==> src/rtl/keypad_entry.sv <==
// keypad_entry
//   Scans a 4x4 active-low matrix keypad, debounces presses and releases, and
//   accumulates decimal digits into a 16-bit binary entry. '#' commits the
//   entry to value (one-cycle valid pulse), '*' clears the entry.
//
//   Optional feature: define KEYPAD_BACKSPACE_EN to make 'D' delete the last
//   typed digit. Undefined (default), 'D' is ignored like A/B/C.
//
// Ports
//   CLK      in   system clock, rising edge
//   RST_N    in   asynchronous active-low reset
//   col      in   [3:0] keypad columns, active-low, asynchronous to CLK
//   row      out  [3:0] row drive, one-hot-low
//   entry    out  [15:0] value of the digits being typed
//   value    out  [15:0] last committed value
//   valid    out  one-cycle pulse when value updates
//   ndigits  out  [2:0] number of typed digits (0-5)
module keypad_entry #(
    parameter int SCAN_DIV = 1000,
    parameter int DEBOUNCE = 20000
) (
    input  logic        CLK,
    input  logic        RST_N,
    input  logic [3:0]  col,
    output logic [3:0]  row,
    output logic [15:0] entry,
    output logic [15:0] value,
    output logic        valid,
    output logic [2:0]  ndigits
);

    localparam int CNT_MAX = (SCAN_DIV > DEBOUNCE) ? SCAN_DIV : DEBOUNCE;
    localparam int CW      = $clog2(CNT_MAX + 1);
    localparam logic [CW-1:0] SCAN_LAST = CW'(SCAN_DIV - 1);
    localparam logic [CW-1:0] DEB_LAST  = CW'(DEBOUNCE - 1);

    localparam logic [1:0] ST_SCAN     = 2'd0;
    localparam logic [1:0] ST_DEBOUNCE = 2'd1;
    localparam logic [1:0] ST_ACT      = 2'd2;
    localparam logic [1:0] ST_RELEASE  = 2'd3;

    logic [3:0]    col_s1_q, col_s1_d, col_s2_q, col_s2_d;
    logic [1:0]    state_q, state_d;
    logic [1:0]    r_q, r_d;
    logic [1:0]    c_q, c_d;
    logic [CW-1:0] cnt_q, cnt_d;
    logic [15:0]   entry_q, entry_d;
    logic [15:0]   value_q, value_d;
    logic          valid_q, valid_d;
    logic [2:0]    ndigits_q, ndigits_d;

    // Key decode for the latched (row, col) position
    logic       is_digit;
    logic [3:0] dval;
    logic [19:0] ext;   // wide enough that entry*10+9 never wraps

    always_comb begin
        is_digit = 1'b1;
        dval     = 4'd0;
        case ({r_q, c_q})
            4'h0: dval = 4'd1;
            4'h1: dval = 4'd2;
            4'h2: dval = 4'd3;
            4'h4: dval = 4'd4;
            4'h5: dval = 4'd5;
            4'h6: dval = 4'd6;
            4'h8: dval = 4'd7;
            4'h9: dval = 4'd8;
            4'hA: dval = 4'd9;
            4'hD: dval = 4'd0;
            default: is_digit = 1'b0;
        endcase
        ext = 20'(entry_q) * 20'd10 + 20'(dval);
    end

    always_comb begin
        col_s1_d  = col;
        col_s2_d  = col_s1_q;
        state_d   = state_q;
        r_d       = r_q;
        c_d       = c_q;
        cnt_d     = cnt_q;
        entry_d   = entry_q;
        value_d   = value_q;
        valid_d   = 1'b0;
        ndigits_d = ndigits_q;

        case (state_q)
            ST_SCAN: begin
                if (col_s2_q != 4'hF) begin
                    // Lowest-index low column wins
                    if (!col_s2_q[0])      c_d = 2'd0;
                    else if (!col_s2_q[1]) c_d = 2'd1;
                    else if (!col_s2_q[2]) c_d = 2'd2;
                    else                   c_d = 2'd3;
                    cnt_d   = '0;
                    state_d = ST_DEBOUNCE;
                end else if (cnt_q == SCAN_LAST) begin
                    cnt_d = '0;
                    r_d   = r_q + 2'd1;
                end else begin
                    cnt_d = cnt_q + 1'b1;
                end
            end
            ST_DEBOUNCE: begin
                if (col_s2_q[c_q]) begin
                    cnt_d   = '0;
                    state_d = ST_SCAN;
                end else if (cnt_q == DEB_LAST) begin
                    cnt_d   = '0;
                    state_d = ST_ACT;
                end else begin
                    cnt_d = cnt_q + 1'b1;
                end
            end
            ST_ACT: begin
                state_d = ST_RELEASE;
                cnt_d   = '0;
                if (is_digit) begin
                    if (ndigits_q < 3'd5 && ext <= 20'd65535) begin
                        entry_d   = ext[15:0];
                        ndigits_d = ndigits_q + 3'd1;
                    end
                end else if ({r_q, c_q} == 4'hE) begin          // '#'
                    value_d   = entry_q;
                    valid_d   = 1'b1;
                    entry_d   = '0;
                    ndigits_d = '0;
                end else if ({r_q, c_q} == 4'hC) begin          // '*'
                    entry_d   = '0;
                    ndigits_d = '0;
                end
`ifdef KEYPAD_BACKSPACE_EN
                else if ({r_q, c_q} == 4'hF && ndigits_q != 3'd0) begin  // 'D'
                    entry_d   = entry_q / 16'd10;
                    ndigits_d = ndigits_q - 3'd1;
                end
`else
`endif
            end
            default: begin // ST_RELEASE: row stays frozen until all keys up
                if (col_s2_q != 4'hF) begin
                    cnt_d = '0;
                end else if (cnt_q == DEB_LAST) begin
                    cnt_d   = '0;
                    state_d = ST_SCAN;
                end else begin
                    cnt_d = cnt_q + 1'b1;
                end
            end
        endcase
    end

    always_ff @(posedge CLK or negedge RST_N) begin
        if (!RST_N) begin
            col_s1_q  <= 4'hF;   // idle-high so reset release is not a press
            col_s2_q  <= 4'hF;
            state_q   <= ST_SCAN;
            r_q       <= 2'd0;
            c_q       <= 2'd0;
            cnt_q     <= '0;
            entry_q   <= '0;
            value_q   <= '0;
            valid_q   <= 1'b0;
            ndigits_q <= '0;
        end else begin
            col_s1_q  <= col_s1_d;
            col_s2_q  <= col_s2_d;
            state_q   <= state_d;
            r_q       <= r_d;
            c_q       <= c_d;
            cnt_q     <= cnt_d;
            entry_q   <= entry_d;
            value_q   <= value_d;
            valid_q   <= valid_d;
            ndigits_q <= ndigits_d;
        end
    end

    assign row     = ~(4'b0001 << r_q);
    assign entry   = entry_q;
    assign value   = value_q;
    assign valid   = valid_q;
    assign ndigits = ndigits_q;

endmodule

==> config.mk <==
export PLATFORM = sky130hd
export DESIGN_NAME = keypad_entry
export DESIGN_NICKNAME = d
export VERILOG_FILES = /design/src/rtl/keypad_entry.sv
export SDC_FILE = /design/constraint.sdc
export NUM_CORES = 1
export LEC_CHECK = 0
export CAP_MARGIN = 15
export CELL_PAD_IN_SITES_DETAIL_PLACEMENT = 0
export CELL_PAD_IN_SITES_GLOBAL_PLACEMENT = 1
export CORE_MARGIN = 10
export CORE_UTILIZATION = 44
export CTS_BUF_LIST = sky130_fd_sc_hd__clkbuf_16
export CTS_CLUSTER_SIZE = 16
export DETAILED_ROUTE_END_ITERATION = 8
export PLACE_DENSITY_LB_ADDON = 0.1
export SLEW_MARGIN = 10
export SYNTH_ARGS = -nofsm -noshare
export SYNTH_HDL_FRONTEND = slang
export SYNTH_SLANG_ARGS = --single-unit
==> constraint.sdc <==
create_clock -name CLK -period 4.05 [get_ports CLK]
set_input_delay 0.81 -clock CLK [delete_from_list [all_inputs] [get_ports CLK]]
set_output_delay 0.81 -clock CLK [all_outputs]
set_load 0.01 [all_outputs]
### Word level (Yosys, flattened, before mapping)

Cells that the tools add are included.

* eq/ne operators: 20
* reductions and logical operators: 11
* shift operators: 1
* mux-type cells: 30
* bitwise logic cells: 3
* $lt $le $gt $ge: 3
* add/sub/neg operators: 4
* multipliers: 1

Operators by type and width (number)
* 15-bit two-way mux: 5
* 16-bit two-way mux: 4
* 15-bit one-hot mux with 3 select lines: 1
* 4-bit one-hot mux with 9 select lines: 1
* 4-bit equality test, second input constant: 6
* 20-bit by 4-bit adder with 20-bit output: 1
* 20-bit by 16-bit less-or-equal comparator with 1-bit output, second input constant: 1
* 16-bit by 3-bit multiplier with 19-bit output, second input constant: 1
* 15-bit by 1-bit adder with 15-bit output, second input constant: 1
* 15-bit by 10-bit equality test with 1-bit output, second input constant: 1
* 15-bit equality test, second input constant: 1
* 2-bit two-way mux: 7
* 4-bit by 3-bit equality test with 1-bit output, second input constant: 3
* 3-bit two-way mux: 4
* 10-bit OR reduction: 1
* 3-bit AND reduction: 3
* 1-bit two-way mux: 6
* 2-bit one-hot mux with 3 select lines: 1
* 4-bit by 1-bit equality test with 1-bit output, second input constant: 1
* 4-bit by 2-bit equality test with 1-bit output, second input constant: 1
* 4-bit logical NOT: 1
* 4-bit by 1-bit inequality test with 1-bit output, second input constant: 1
* 4-bit inequality test, second input constant: 1
* 4-bit inverter: 1
* other kinds (18): 19

* output and inout bits: 40
* logic and storage cells: 83
* bits of input ports: 6
* register bits: 65

### Longest topological paths before layout

* word-level depth: 7
* depth in mapped cells: 17
* mapped depth without buffers: 15

### Least setup slack after synthesis

Ideal clock, no wire load.

* path type: register -> register
* start: reg entry_q[1], in the netlist entry[1]
* end: reg entry_q[10], in the netlist entry[10]
* library setup time: 0.076 ns
* cell stages (with the launch flop): 15
* path buffers: 1
* period minus slack after synthesis: 3.576 ns
* arrival: 3.499 ns
* required time: 3.974 ns
* setup slack: 0.474 ns
* cells stage by stage: dfrtp_1 > ha_1 > ha_1 > fa_1 > a211oi_2 > o21ai_1 > a211oi_2 > a21oi_1 > xnor2_1 > nor2_1 > a211o_1 > a211oi_4 > buf_6 > nand3_1 > o21ai_1

* word-level cells in the longest chain between the ends: 6
* elaborated cells between the ends (all ways): 8
* classes of those cells: 1 x add/sub; 1 x mul; 1 x order compare; 1 x eq/ne; 2 x mux; 2 x reduce/logical

RTL lines
* from (decl): RTL line 47 `logic [15:0] entry_q, entry_d;`
* from (signal assigned): RTL line 173 `entry_q <= entry_d;`
* 16-bit by 3-bit multiplier with 19-bit output *: RTL line 73 `ext = 20'(entry_q) * 20'd10 + 20'(dval);`
* 20-bit by 4-bit adder with 20-bit output *: RTL line 73
* 20-bit by 16-bit less-or-equal comparator with 1-bit output: RTL line 120 `if (ndigits_q < 3'd5 && ext <= 20'd65535) begin`
* 1-bit logical AND: RTL line 120
* 2-bit by 1-bit inequality test with 1-bit output (no source line)
* 3-bit AND reduction (no source line)

Mark *: on every way between the ends. The rest lies on a longest branch, timed or not. The select of a mux whose other input is x is not followed.
A chain may end at the register's enable or synchronous reset.

### Final worst setup path

* start: reg entry_q[1], in the netlist entry[1]
* end: reg entry_q[2], in the netlist entry[2]

Same word-level chain as after synthesis.

==> flow_metrics.env <==
export IMPL_async_reset_ff_share_pct=100
export IMPL_tightest_slew_ns=0.996
export IMPL_slew_headroom_pct=33.6
export IMPL_yosys_area_top_type="dfrtp_1"
export IMPL_cts_buffers=9
export IMPL_fin_setup_tns_ns=0
export IMPL_drt_iter0_drc=169
export IMPL_start_kind="register"
export IMPL_fp_row_count=36
export IMPL_grt_use_total_pct=15.1
export IMPL_cts_tree="yes"
export IMPL_power_density_nw_per_um2=748
export IMPL_cts_resized_gates=0
export IMPL_drc=0
export IMPL_peakVddDrop_mv=0.335
export IMPL_synth_area_um2=4300
export IMPL_avgSynthCellArea_um2=9.08
export IMPL_worst_ep_arrival_time_ns=4.04
export IMPL_seq_area_um2=1640
export IMPL_drive_gt1_share_pct=10.0
export IMPL_endpoint_kind="register"
export IMPL_reg2reg_slack_ns=0.26
export IMPL_clockRootBuffer="clkbuf_16"
export IMPL_max_cap_violations=0
export IMPL_hold_depth=0
export IMPL_ctsHoldBuffers=0
export IMPL_setup_viol_count_final=0
export IMPL_crit_type="reg -> reg"
export IMPL_drv_slew=0
export IMPL_syn_num_nets=522
export IMPL_holdCritPathClass="reg -> reg"
export IMPL_worst_path_max_fanout=11
export IMPL_synthFlopType="dfrtp_1"
export IMPL_clock_fmax_mhz=264
export IMPL_dp_hpwl_mm=7.93
export IMPL_vias=3499
export IMPL_antenna_found_initial=0
export IMPL_place_gp_congestion=0.907
export IMPL_multi_input_area_um2=2510
export IMPL_yosys_register_bits=65
export IMPL_drtPass1Iterations=4
export IMPL_final_common_cell="nand2_1"
export IMPL_final_cell_mix="nand2_1 (84), dfrtp_1 (57), clkdlybuf4s50_1 (44)"
export IMPL_leakage_nw=2.40
export IMPL_clock_sinks=65
export IMPL_die_x_um=119
export IMPL_grt_overflow=0
export IMPL_final_hold_viol_count=0
export IMPL_ff2ff_path_depth=14
export IMPL_portBuffers=45
export IMPL_fill_cells=920
export IMPL_finalWirelength_mm=10.6
export IMPL_die_y_um=119
export IMPL_final_nets=574
export IMPL_synth_seq_area_share_pct=38.1
export IMPL_required_ns=4.29
export IMPL_yosys_cell_types_count=65
export IMPL_grt_max_degree=45
export IMPL_ant_nets=0
export IMPL_fin_total_pwr_mw=3.93
export IMPL_grt_pass1_wl_mm=17.8
export IMPL_synth_cells=473
export IMPL_antenna_cells=0
export IMPL_core_um2=9640
export IMPL_synth_edf_count=0
export IMPL_grt_pass1_vias=3510
export IMPL_period_minus_slack_ns=3.79
export IMPL_initial_core_util_pct=44.6
export IMPL_htreeDepth=3
export IMPL_post_cts_buffers=0
export IMPL_finClkSkew_ns=0.00678
export IMPL_yosysTopAreaCellShare_pct=33.2
export IMPL_final_period_utilization_pct=93.6
export IMPL_outcome="completed"
export IMPL_clk_pin_slew_worst_paths_ns=0.06
export IMPL_synth_area_leaders="dfrtp_1 (33%), ha_1 (12%), nand2_1 (7.3%), xnor2_1 (5.5%), dfstp_2 (4.9%)"
export IMPL_synth_warnings=0
export IMPL_area_growth_pct=22.5
export IMPL_rsz0062_at_grt="no"
export IMPL_die_area_um2=14100
export IMPL_clock_path_buffers=2
export IMPL_drt_wirelength_per_cell_um=15.9
export IMPL_pin_count=46
export IMPL_drt_vias_per_instance=5.28
export IMPL_clkLatencyLatePin_ns=0.32
==> worst max-delay path, cell delays in order, from the launching register on <==
cell and delay [ns]:
dfrtp_1 0.41, ha_1 0.31, ha_1 0.23, fa_1 0.46
a211oi_4 0.29, o21ai_2 0.14, a211oi_2 0.25, a21oi_1 0.14
xnor2_2 0.25, nor2_1 0.10, a211o_1 0.34, a211oi_4 0.33
clkbuf_4 0.28, nand3b_1 0.10, o21ai_0 0.08
==> area by class of cell <==
cell class | count | area share (%)
clock buffers | 9 | 4.28
clock inverters | 7 | 1.83
inverters | 21 | 1.50
multi-input cells | 371 | 47.8
flip-flops and latches | 65 | 31.1
well taps | 133 | 3.16
repair buffers | 57 | 10.3
==> sequential cells by signal, summed over array words and instances, names as in the netlist <==
register,cells
col_s1_q,4
c_q,2
r_q,2
entry,16
cnt_q,15
ndigits,3
valid,1
state_q,2
value,16
col_s2_q,4
==> cells in the mapped netlist (7+ instances only) <==
| master | count |
|---|---|
| nor2_1 | 33 |
| dfstp_2 | 8 |
| xor2_1 | 11 |
| dfrtp_1 | 57 |
| inv_1 | 21 |
| a21o_1 | 7 |
| o21ai_1 | 13 |
| xnor2_1 | 27 |
| nor3_1 | 10 |
| nand3_1 | 31 |
| ha_1 | 41 |
| nand2_1 | 84 |
| o21ai_0 | 16 |
| and3_1 | 7 |
| a21oi_1 | 19 |
==> cells by family (layout without fill, tap and decap cells) <==
kind of cell,Yosys count,count (layout),synth area share (%)
AND/OR/NAND/NOR,194,194,21.6
AO/OA/AOI/OAI,92,92,14.6
flip-flops,65,65,38.1
adder cells (fa/ha/maj),43,43,12.9
XOR/XNOR,38,38,7.75
buffers and inverters,37,94,3.87
multiplexers,4,4,1.22
==> report_power, final <==
| part | internal, mW | switching [mW] | total (mW) |
|---|---|---|---|
| Sequential | 0.773 | 0.161 | 0.935 |
| Clock | 0.538 | 0.283 | 0.821 |
| Combinational | 0.973 | 1.20 | 2.18 |
==> through the flow <==
stage | util (%) | cell area, um^2 | worst slack, ns | cells | hold WS [ns]
global route | 54.6 | 5260 | 0.0311 | 663 | 0.360
CTS | 54.2 | 5230 | 0.143 | 662 | 0.356
finish | 54.6 | 5260 | 0.258 | 663 | 0.354
detailed placement | 50.9 | 4900 | 0.171 | 646 | 0.348
floorplan | - | 4300 | 0.474 | 473 | 0.345
global placement | 50.9 | 4900 | 0.309 | 646 | 0.346
==> metal layers <==
metal / part of all wire, % / track usage, %
met3: 5.3 / 4.06
met5: 0 / 0
met4: 2.1 / 5.73
met2: 45 / 23.6
met1: 47 / 19.7
==> worst paths after layout <==
path	start	to
min in group asynchronous	RST_N	value[11]$_DFFE_PN0P_
worst min register to register	col_s1_q[2]$_DFF_PN1_	col_s2_q[2]$_DFF_PN1_
worst min-delay path	col_s1_q[2]$_DFF_PN1_	col_s2_q[2]$_DFF_PN1_
worst max register to register	entry[1]$_DFFE_PN0P_	entry[2]$_DFFE_PN0P_
worst max-delay path	entry[1]$_DFFE_PN0P_	entry[2]$_DFFE_PN0P_
max in group asynchronous	RST_N	col_s2_q[1]$_DFF_PN1_
Note: power is estimated with default switching activity, not from simulation.
